$ cat config.mk
export PLATFORM = sky130hd
export DESIGN_NAME = mem_slave
export DESIGN_NICKNAME = d
export VERILOG_FILES = /design/src/rtl/mem_pkg.sv /design/src/rtl/mem_array.sv /design/src/rtl/mem_slave.sv
export SDC_FILE = /design/constraint.sdc
export NUM_CORES = 1
export LEC_CHECK = 0
export CAP_MARGIN = 20
export CORE_ASPECT_RATIO = 0.8
export CORE_UTILIZATION = 45
export CTS_BUF_LIST = sky130_fd_sc_hd__clkbuf_8
export CTS_CLUSTER_SIZE = 28
export DETAILED_ROUTE_END_ITERATION = 8
export PLACE_DENSITY = 0.7
export REMOVE_ABC_BUFFERS = 1
export SYNTH_ARGS = -nofsm -noshare
export SYNTH_HDL_FRONTEND = slang
export SYNTH_SLANG_ARGS = --single-unit
$ cat constraint.sdc
create_clock -name clk_i -period 5.15 [get_ports clk_i]
set_input_delay 0.7725 -clock clk_i [delete_from_list [all_inputs] [get_ports clk_i]]
set_output_delay 0.7725 -clock clk_i [all_outputs]
set_load 0.02 [all_outputs]
$ cat src/rtl/mem_pkg.sv
// mem_pkg: shared FSM state type, default sizes and request record for mem_slave
package mem_pkg;
    localparam int DEF_WIDTH = 8;
    localparam int DEF_ADDR_WIDTH = 4;
    localparam int DEF_DEPTH = 16;
    typedef enum logic [1:0] {IDLE, WAIT, RESP} state_e;
    typedef struct packed {
        logic                      wr_rd;
        logic [DEF_ADDR_WIDTH-1:0] addr;
        logic [DEF_WIDTH-1:0]      wdata;
    } req_t;
endpackage

$ cat src/rtl/mem_array.sv
// mem_array: DEPTH x WIDTH storage, async clear, one write port (clk_i, rst_i, we, addr, wdata) with combinational read (rdata)
module mem_array
    import mem_pkg::*;
#(
    parameter int WIDTH = DEF_WIDTH,
    parameter int ADDR_WIDTH = DEF_ADDR_WIDTH,
    parameter int DEPTH = DEF_DEPTH
) (
    input  logic                  clk_i,
    input  logic                  rst_i,
    input  logic                  we,
    input  logic [ADDR_WIDTH-1:0] addr,
    input  logic [WIDTH-1:0]      wdata,
    output logic [WIDTH-1:0]      rdata
);
    logic [WIDTH-1:0] mem [DEPTH];
    assign rdata = mem[addr];
    always_ff @(posedge clk_i or posedge rst_i)
        if (rst_i) mem <= '{default: '0};
        else if (we) mem[addr] <= wdata;
endmodule

$ cat src/rtl/mem_slave.sv
// mem_slave: valid/ready memory target with WAIT_STATES latency; ports clk_i, rst_i, valid_i, wr_rd_i, wdata_i, addr_i in; rdata_o, ready_o, err_o out
module mem_slave
    import mem_pkg::*;
#(
    parameter int WIDTH = DEF_WIDTH,
    parameter int ADDR_WIDTH = DEF_ADDR_WIDTH,
    parameter int DEPTH = DEF_DEPTH,
    parameter int WAIT_STATES = 1
) (
    input  logic                  clk_i,
    input  logic                  rst_i,
    input  logic                  valid_i,
    input  logic                  wr_rd_i,
    input  logic [WIDTH-1:0]      wdata_i,
    input  logic [ADDR_WIDTH-1:0] addr_i,
    output logic [WIDTH-1:0]      rdata_o,
    output logic                  ready_o,
    output logic                  err_o
);
    typedef struct packed {
        logic                  wr_rd;
        logic [ADDR_WIDTH-1:0] addr;
        logic [WIDTH-1:0]      wdata;
    } req_w_t;
    state_e           state, nxt;
    logic [3:0]       cnt;
    req_w_t           req, nreq;
    logic             in_range, nin;
    logic [WIDTH-1:0] arr_rdata;
    // nreq is the request that will be held after this edge; the array reads it early so
    // rdata_o can be registered on the same edge that enters RESP
    always_comb begin
        nreq = state == IDLE ? {wr_rd_i, addr_i, wdata_i} : req;
        in_range = 32'(req.addr) < DEPTH;
        nin = 32'(nreq.addr) < DEPTH;
        nxt = state == IDLE ? (valid_i ? (WAIT_STATES > 0 ? WAIT : RESP) : IDLE) :
              state == WAIT ? (cnt == 4'd0 ? RESP : WAIT) : IDLE;
    end
    mem_array #(.WIDTH(WIDTH), .ADDR_WIDTH(ADDR_WIDTH), .DEPTH(DEPTH)) u_array (
        .clk_i(clk_i),
        .rst_i(rst_i),
        .we(state == RESP && req.wr_rd && in_range),
        .addr(nreq.addr),
        .wdata(req.wdata),
        .rdata(arr_rdata)
    );
    always_ff @(posedge clk_i or posedge rst_i)
        if (rst_i) begin
            state <= IDLE;
            cnt <= '0;
            req <= '0;
            rdata_o <= '0;
            ready_o <= 1'b0;
            err_o <= 1'b0;
        end else begin
            state <= nxt;
            req <= nreq;
            cnt <= state == IDLE ? 4'(WAIT_STATES - 1) : cnt - 4'(state == WAIT);
            ready_o <= nxt == RESP;
            err_o <= nxt == RESP && !nin;
            if (nxt == RESP && !nreq.wr_rd) rdata_o <= nin ? arr_rdata : '0;
        end
endmodule

* Yosys cells after proc, flatten, opt, wreduce, memory -nomap -nowiden
Index checks and enable logic that the tools add are counted. W data, S select, Z words.
Word-level totals: bits of input ports 16, latch bits 0, ROM bits 0, bits in writable memories 0, word-level logic and storage cells 48, memories kept 0, bits in registers 156
Operators by class: shift operators 0, muxes and demuxes 12, $mul 0, reduce and logical (&&, ||, !) cells 6, bitwise operators 1, $lt $le $gt $ge 2, divide/modulo/power cells 0, equality and inequality tests 3, $add $sub $neg 1
Operator list (count):
- $bwmux W128 | 1
- $bmux W8 S4 | 1
- $demux W8 S4 | 1
- $mux W8 | 3
- $mux W13 | 1
- $mux W2 | 3
- $ge A5 B5 Y1 const B | 1
- $lt A5 B1 Y1 const B | 1
- $not A4 Y5 | 1
- $eq A2 B2 Y1 const B | 2
- $logic_not A4 Y1 | 1
- $mux W4 | 1
- $sub A4 B1 Y4 | 1
- $logic_and A1 B1 Y1 | 3
- $eq A2 B1 Y1 const B | 1
- $logic_not A2 Y1 | 1
- $logic_not A1 Y1 | 1
- $mux W1 | 1

* Logic depth before layout (Yosys ltp)
Gate-level depths: netlist of run 1.
word-level depth 8, depth in mapped cells 9

* By module
A second synthesis of run 1 with hierarchy kept.
Unflattened totals: cells, all modules 444, area, all modules 6960.4 um2
Modules (own cells, without submodules):
- mem_array | times used 1, cells each 369, area an instance 5860.6 um2
- mem_slave | times used 1, cells each 75, area an instance 1099.8 um2

* Worst setup path after synthesis of run 1
OpenSTA, ideal clock, no wires.
path kind input to register, from in addr_i[3], to reg u_array.mem[100] (netlist bit), required time 5025 ps, path slack 2756 ps, setup time 125 ps, buffers on the path 1, cell stages on the path 5, arrival 2269 ps, path through or4_1 > o31a_1 > clkbuf_1 > nor2_2 > mux2_2
Between the ends: word-level cells in the longest chain between the ends 7, elaborated cells between the ends (all ways) 8
RTL lines:
- start, declared | RTL line mem_slave.sv:15 | input logic [ADDR_WIDTH-1:0] addr_i,
- $mux W13 * | RTL line mem_slave.sv:33 | nreq = state == IDLE ? {wr_rd_i, addr_i, wdata_i} : req;
- $not A4 Y5 (not written as such) * | RTL line mem_array.sv:20 | else if (we) mem[addr] <= wdata;
- $ge A5 B5 Y1 (not written as such) / $lt A5 B1 Y1 (equally long branches) | RTL line mem_array.sv:20
- $logic_and A1 B1 Y1 (not written as such) | RTL line mem_array.sv:20
- $mux W8 (not written as such) | RTL line mem_array.sv:20
- $demux W8 S4 * | RTL line mem_array.sv:20
- $bwmux W128 * | RTL line mem_array.sv:20
- end signal, assigned by index | RTL line mem_array.sv:20
- end, declared | RTL line mem_array.sv:16 | logic [WIDTH-1:0] mem [DEPTH];
Mark *: on every way between the ends. The rest lies on a longest branch, timed or not. A chain may end at the register's enable or synchronous reset.

* Worst setup path in the final report of run 1
from reg state[0], to reg rdata_o[4]
Between the ends: word-level cells in the longest chain between the ends 6, elaborated cells between the ends (all ways) 12
RTL lines:
- start, declared | RTL line mem_slave.sv:25 | state_e state, nxt;
- start signal, assigned | RTL line mem_slave.sv:56 | state <= nxt;
- $logic_not A2 Y1 | RTL line mem_slave.sv:33, mem_slave.sv:36
- $mux W13 | RTL line mem_slave.sv:33
- $not A4 Y5 (not written as such) | RTL line mem_array.sv:17 | assign rdata = mem[addr];
- $bmux W8 S4 | RTL line mem_array.sv:17
- $mux W8 (not written as such) (2 in a row) | RTL line mem_array.sv:17
- end signal, assigned | RTL line mem_slave.sv:61 | if (nxt == RESP && !nreq.wr_rd) rdata_o <= nin ? arr_rdata : '0;
- end, declared | RTL line mem_slave.sv:16 | output logic [WIDTH-1:0] rdata_o,
Parallel ways exist; a longest one is shown, timed or not. The select of a mux whose other input is x is not followed.

==> impl_metrics.yaml, run 1 <==
synth:
  synth_top_area_share_pct: 55.1
  synth_fa_ha_area_share_pct: 0.353
  yosys.area_share.simple_pct: 5.21
  synth_compound_area_share_pct: 8.03
  syn_area_per_cell_sq_um: 13.0
  synth_edf_count: 0
  yosysWarnings: 0
  synth_xor_area_share_pct: 0.247
  synth_cells: 545
  synth.area.mux_share_pct: 28.1
  yosys-top-cells-area: "dfrtp_1 55%, mux2_2 22%, mux2i_1 5.5%"
  yosysSeqAreaShare_pct: 55.1
  yosys-top-cells-count: "156 x dfrtp_1, 138 x mux2_2, 41 x nand2_1"
  synth-seq-cells: 156
  synth_top_family_by_area: "multiplexers"
  synthDistinctLibCells: 45
  synthFlopType: "dfrtp_1"
  syn_area_sq_um: 7090
  synth_most_common_cell: "dfrtp_1"
  synth_top_area_cell: "dfrtp_1"
  async_flop_share_pct: 100
clocking:
  clock_path_buffers: 2
  hold_buffers: 0
  cts_tree: "built"
  insertion_delay_ns: 0.46
  numCtsBuffers: 17
  htreeDepth: 4
  path_clk_slew_ns: 0.08
  cts-resized-gates: 0
  ctsRootBufferMaster: "clkbuf_8"
  clock-sinks: 156
  cts_setup_buffers: 0
worst_setup_path:
  worstPathRequired_ns: 5.48
  ff2ff_setup_slack_ns: 1.94
  crit_path_start_kind: "flop"
  reg2regPathDepth: 7
  crit_arrival_ns: 3.55
  critPathBufInv: 1
  path_cells: "nor2_4 > mux2i_4 > buf_4 > mux2i_1 > o221ai_1 > a221oi_1 > a21oi_1"
  slowest_delay_ns: 0.61
  critical_path_class: "reg -> reg"
  rr_endpoint: "rdata_o[4]"
  cp_slowest_cell: "buf_4"
  crit_fanout: 51
  cp_top_family: "compound AO/OA/AOI/OAI gates"
  r2r_start: "state[0]"
  endpoint_kind: "flop"
routing:
  vias_per_cell: 5.68
  drc: 0
  routedWlPerCell_um: 21.6
  first_iter_violations: 209
  ant_nets: 0
  drt_first_pass_iters: 4
  routed_wl_um: 16900
  vias: 4436
global_routing:
  grt_first_pass_wirelength_um: 26800
  grt_max_degree: 80
  gr-total-overflow: 0
  grtUsageTotal_pct: 22.6
  antenna_found_initial: 0
  grt_pass1_vias: 4698
die:
  initial_core_util_pct: 46.6
  io_pins: 26
  fp.dieW_um: 142
  rows: 40
  fp.coreArea_sq_um: 15200
  dieHeight_um: 114
  die_area_sq_um: 16300
power:
  pwr-share-comb_pct: 37.7
  internal_power_mw: 3.05
  power_density_nw_per_um2: 635
  seq_power_share_pct: 46.2
  ir_drop_mv: 0.370
  p_leak_nw: 3.66
  power.total_mw: 4.97
  switching_share_pct: 38.6
  pwr-share-clk_pct: 16.2
  power_switching_mw: 1.92
place:
  place.gp.congestion: 0.851
  hpwl_um: 10700
  place.port_buffers: 24
status:
  status: "finished, final reports clean"
timing:
  hold_violations: 0
  tightest_slew_ns: 1.05
  finalCritPeriodShare_pct: 62.4
  period_needed_ns: 3.21
  drv_slew: 0
  max_freq_mhz: 311
  rsz0062_at_grt: "no"
  tns_ns: 0
  skew_ns: 0.0114
  setup_violations: 0
  slew_headroom_pct: 29.8
flow_run:
  drv_cap: 0
final_layout:
  final.fill_count: 1336
  area_delta_synth_final_pct: 10.3
  post-route-util_pct: 51.4
  drive_gt1_share_pct: 33.1
  finalNetCount: 577
  num_antenna_cells: 0
worst_hold_path:
  worst_hold_startpoint: "u_array.mem[65]"
  min_path_cells: 1
  hp-class: "reg -> reg"
  worstHoldEndpoint: "u_array.mem[65]"
==> how the worst max path moves through the flow <==
stage / start / to / slack [ns] / cells after the start
after detailed placement: addr_i[2] / u_array.mem[31] / 1.87 / 4
after CTS: state[0] / rdata_o[4] / 1.95 / 7
after floorplan: rst_i / cnt[0] / 0.17 / 1
after global routing: state[0] / rdata_o[4] / 1.77 / 7
after global placement: addr_i[2] / u_array.mem[25] / 1.88 / 4
final: state[0] / rdata_o[4] / 1.94 / 7
==> power groups by stage <==
stage | clock network [mW] | logic [mW] | registers, mW
final | 0.804 | 1.87 | 2.29
after global routing | 0.865 | 2.03 | 2.37
after CTS | 0.820 | 1.87 | 2.29
after global placement | 0 | 1.81 | 2.27
after floorplan | 0 | 1.33 | 2.15
after detailed placement | 0 | 1.87 | 2.31
==> cell type report <==
| type | count | area, sq um | area share, % |
|---|---|---|---|
| flip-flops and latches | 156 | 3900 | 49.9 |
| multi-input cells | 343 | 2980 | 38.0 |
| repair buffers | 32 | 300 | 3.84 |
| clock buffers | 21 | 289 | 3.69 |
| well taps | 210 | 263 | 3.36 |
| clock inverters | 10 | 52.6 | 0.672 |
| inverters | 9 | 38.8 | 0.496 |
==> layer usage <==
layer  part of all wire (%)  vias to the layer above  global-route usage [%]
met5                      0                        -                       0
met4                    1.7                        0                    8.96
met3                    6.0                       27                    5.90
met2                     46                      106                    34.3
met1                     46                     2310                    31.1
li1                       -                     1993                       -
==> sequential cells by signal, indices dropped and copies added (netlist names) <==
register,flops
u_array.mem,128
req,13
rdata_o,8
cnt,4
state,2
ready_o,1
==> through the flow <==
step	std cells	area, sq um	hold slack (ns)	setup WS [ns]
3_5_place_dp	749	7470	0.490	1.87
6_report	781	7820	0.509	1.94
4_1_cts	780	7820	0.507	1.95
2_1_floorplan	508	6910	0.464	0.171
3_3_place_gp	749	7470	0.480	1.88
5_1_grt	781	7820	0.519	1.77
==> kinds of logic after synthesis <==
| logic type | after synthesis |
|---|---|
| multiplexers | 180 |
| flip-flops | 156 |
| AO/OA/AOI/OAI | 79 |
| AND/OR/NAND/NOR | 79 |
| buffers and inverters | 46 |
| adder cells (fa/ha/maj) | 2 |
| XOR/XNOR | 2 |
| other | 1 |
==> layout by cell type (no fill, tap or decap), drive strengths merged, types with 2 or more instances in the layout <==
cell type,instances
dfrtp,156
mux2,139
nand2,41
mux2i,41
a21oi,29
clkdlybuf4s50,24
clkbuf,21
nor2,20
o221ai,15
inv,13
buf,8
a211oi,6
o31a,6
o32a,6
a21o,5
or3,3
or2,3
nand2b,3
clkinv,3
clkinvlp,3
a31oi,3
nor3b,2
nor2b,2
o32ai,2
a221oi,2
ha,2
nor3,2
Power figures use the tool's default switching activity.
==> run 2, diff against run 1 <==
PLACE_DENSITY = 0.68   (was 0.7)
clock period = 3.08 ns   (was 5.15 ns; I/O delays follow)
==> impl_metrics.yaml, run 2 (synthesis gave the netlist of run 1 again) <==
status:
  status: "finished, final reports clean"
routing:
  drt_first_pass_iters: 4
  first_iter_violations: 215
  vias: 4401
  routedWlPerCell_um: 20.0
  routed_wl_um: 15800
  vias_per_cell: 5.58
  ant_nets: 0
  drc: 0
clocking:
  cts_tree: "built"
  ctsRootBufferMaster: "clkbuf_8"
  cts-resized-gates: 0
  insertion_delay_ns: 0.45
  clock-sinks: 156
  numCtsBuffers: 17
  cts_setup_buffers: 0
  path_clk_slew_ns: 0.08
  htreeDepth: 4
  clock_path_buffers: 2
  hold_buffers: 0
die:
  io_pins: 26
  initial_core_util_pct: 46.6
  fp.dieW_um: 142
  fp.coreArea_sq_um: 15200
  dieHeight_um: 114
  die_area_sq_um: 16300
  rows: 40
final_layout:
  instances_no_fill: 789
  top_register: "u_array.mem"
  biggestRegsByFlops: "u_array.mem: 128 flops, req: 13 flops, rdata_o: 8 flops"
  layout_commonest_cell: "dfrtp_1"
  final.fill_count: 1319
  largest_reg_flops: 128
  design_area_sq_um: 8000
  post-route-util_pct: 52.6
  area_delta_synth_final_pct: 12.8
  num_antenna_cells: 0
  drive_gt1_share_pct: 34.7
  final_cell_mix: "156 x dfrtp_1, 138 x mux2_2, 41 x nand2_1"
  finalNetCount: 584
place:
  place.port_buffers: 24
  dp.cells: 757
  pre_cts_ws_ns: 0.201
  placed_area_sq_um: 7560
  place.gp.congestion: 0.818
  hpwl_um: 10700
timing:
  drv_slew: 0
  skew_ns: 0.00958
  tightest_slew_ns: 0.923
  hold_violations: 0
  setup_violations: 0
  finalCritPeriodShare_pct: 89.0
  fin_hold_ws_ns: 0.490
  fin_ws_ns: 0.339
  rsz0062_at_grt: "no"
  period_needed_ns: 2.74
  tns_ns: 0
  slew_headroom_pct: 38.3
  max_freq_mhz: 365
global_routing:
  grt_pass1_vias: 4649
  grt_max_degree: 73
  gr-total-overflow: 0
  antenna_found_initial: 0
  grtUsageTotal_pct: 21.6
  grt_first_pass_wirelength_um: 25900
worst_setup_path:
  critical_path_class: "reg -> reg"
  crit_path_start_kind: "flop"
  rr_endpoint: "rdata_o[4]"
  cp-startpoint: "state[0]"
  ff2ff_setup_slack_ns: 0.34
  endpoint_kind: "flop"
  crit_arrival_ns: 3.06
  crit_fanout: 31
  crit_path_end: "rdata_o[4]"
  worstPathRequired_ns: 3.40
  r2r_start: "state[0]"
  reg2regPathDepth: 7
flow_run:
  drv_cap: 0
power:
  p_leak_nw: 3.75
  power.total_mw: 8.67
  power_density_nw_per_um2: 1080
  ir_drop_mv: 0.504
worst_hold_path:
  hp-class: "in -> async"
run 2: cell count changes in the layout (fill, tap and decap cells not counted), sizes merged:
cell / before / now
buf: 8 / 15
bufinv: 0 / 4
clkbuf: 21 / 20
clkinv: 3 / 6
clkinvlp: 3 / 1
inv: 13 / 10
run 2: worst min path at each step:
stage	from	to	slack (ns)	cells after the start
floorplan	u_array.mem[116]	u_array.mem[116]	0.46	1
global placement	u_array.mem[126]	u_array.mem[126]	0.49	1
detailed placement	u_array.mem[86]	u_array.mem[86]	0.49	1
CTS	rst_i	u_array.mem[125]	0.51	2
global route	u_array.mem[4]	u_array.mem[4]	0.52	1
finish	rst_i	u_array.mem[125]	0.49	2
run 2: area by class of cell:
cell class / instances / area, sq um / area share (%)
clock buffer: 20 / 275 / 3.44
multi-input combinational: 343 / 2980 / 37.2
timing repair buffer: 39 / 378 / 4.72
tap: 210 / 263 / 3.28
sequential: 156 / 3900 / 48.8
clock inverter: 12 / 166 / 2.08
inverter: 9 / 38.8 / 0.485
run 2: where the power goes:
group,internal [mW],leakage (nW),total (mW),switching [mW]
Sequential,2.99,2.10,3.81,0.824
Clock,0.941,0.228,1.68,0.738
Combinational,1.55,1.42,3.18,1.62
run 2: critical path, cell delays in order, from the launching register on:
cell	delay [ns]
dfrtp_1	0.47
nor2_4	0.38
mux2i_4	0.34
buf_4	0.43
mux2i_1	0.27
o221ai_1	0.14
a221oi_1	0.45
a21oi_1	0.13
run 2: layer usage:
| layer | GRT usage, % | vias to the layer above | routed length, um |
|---|---|---|---|
| met5 | 0 | - | 0 |
| met4 | 5.66 | 0 | 167 |
| met3 | 5.02 | 14 | 820 |
| met2 | 34.1 | 85 | 7600 |
| met1 | 30.0 | 2287 | 7220 |
| li1 | - | 2015 | - |
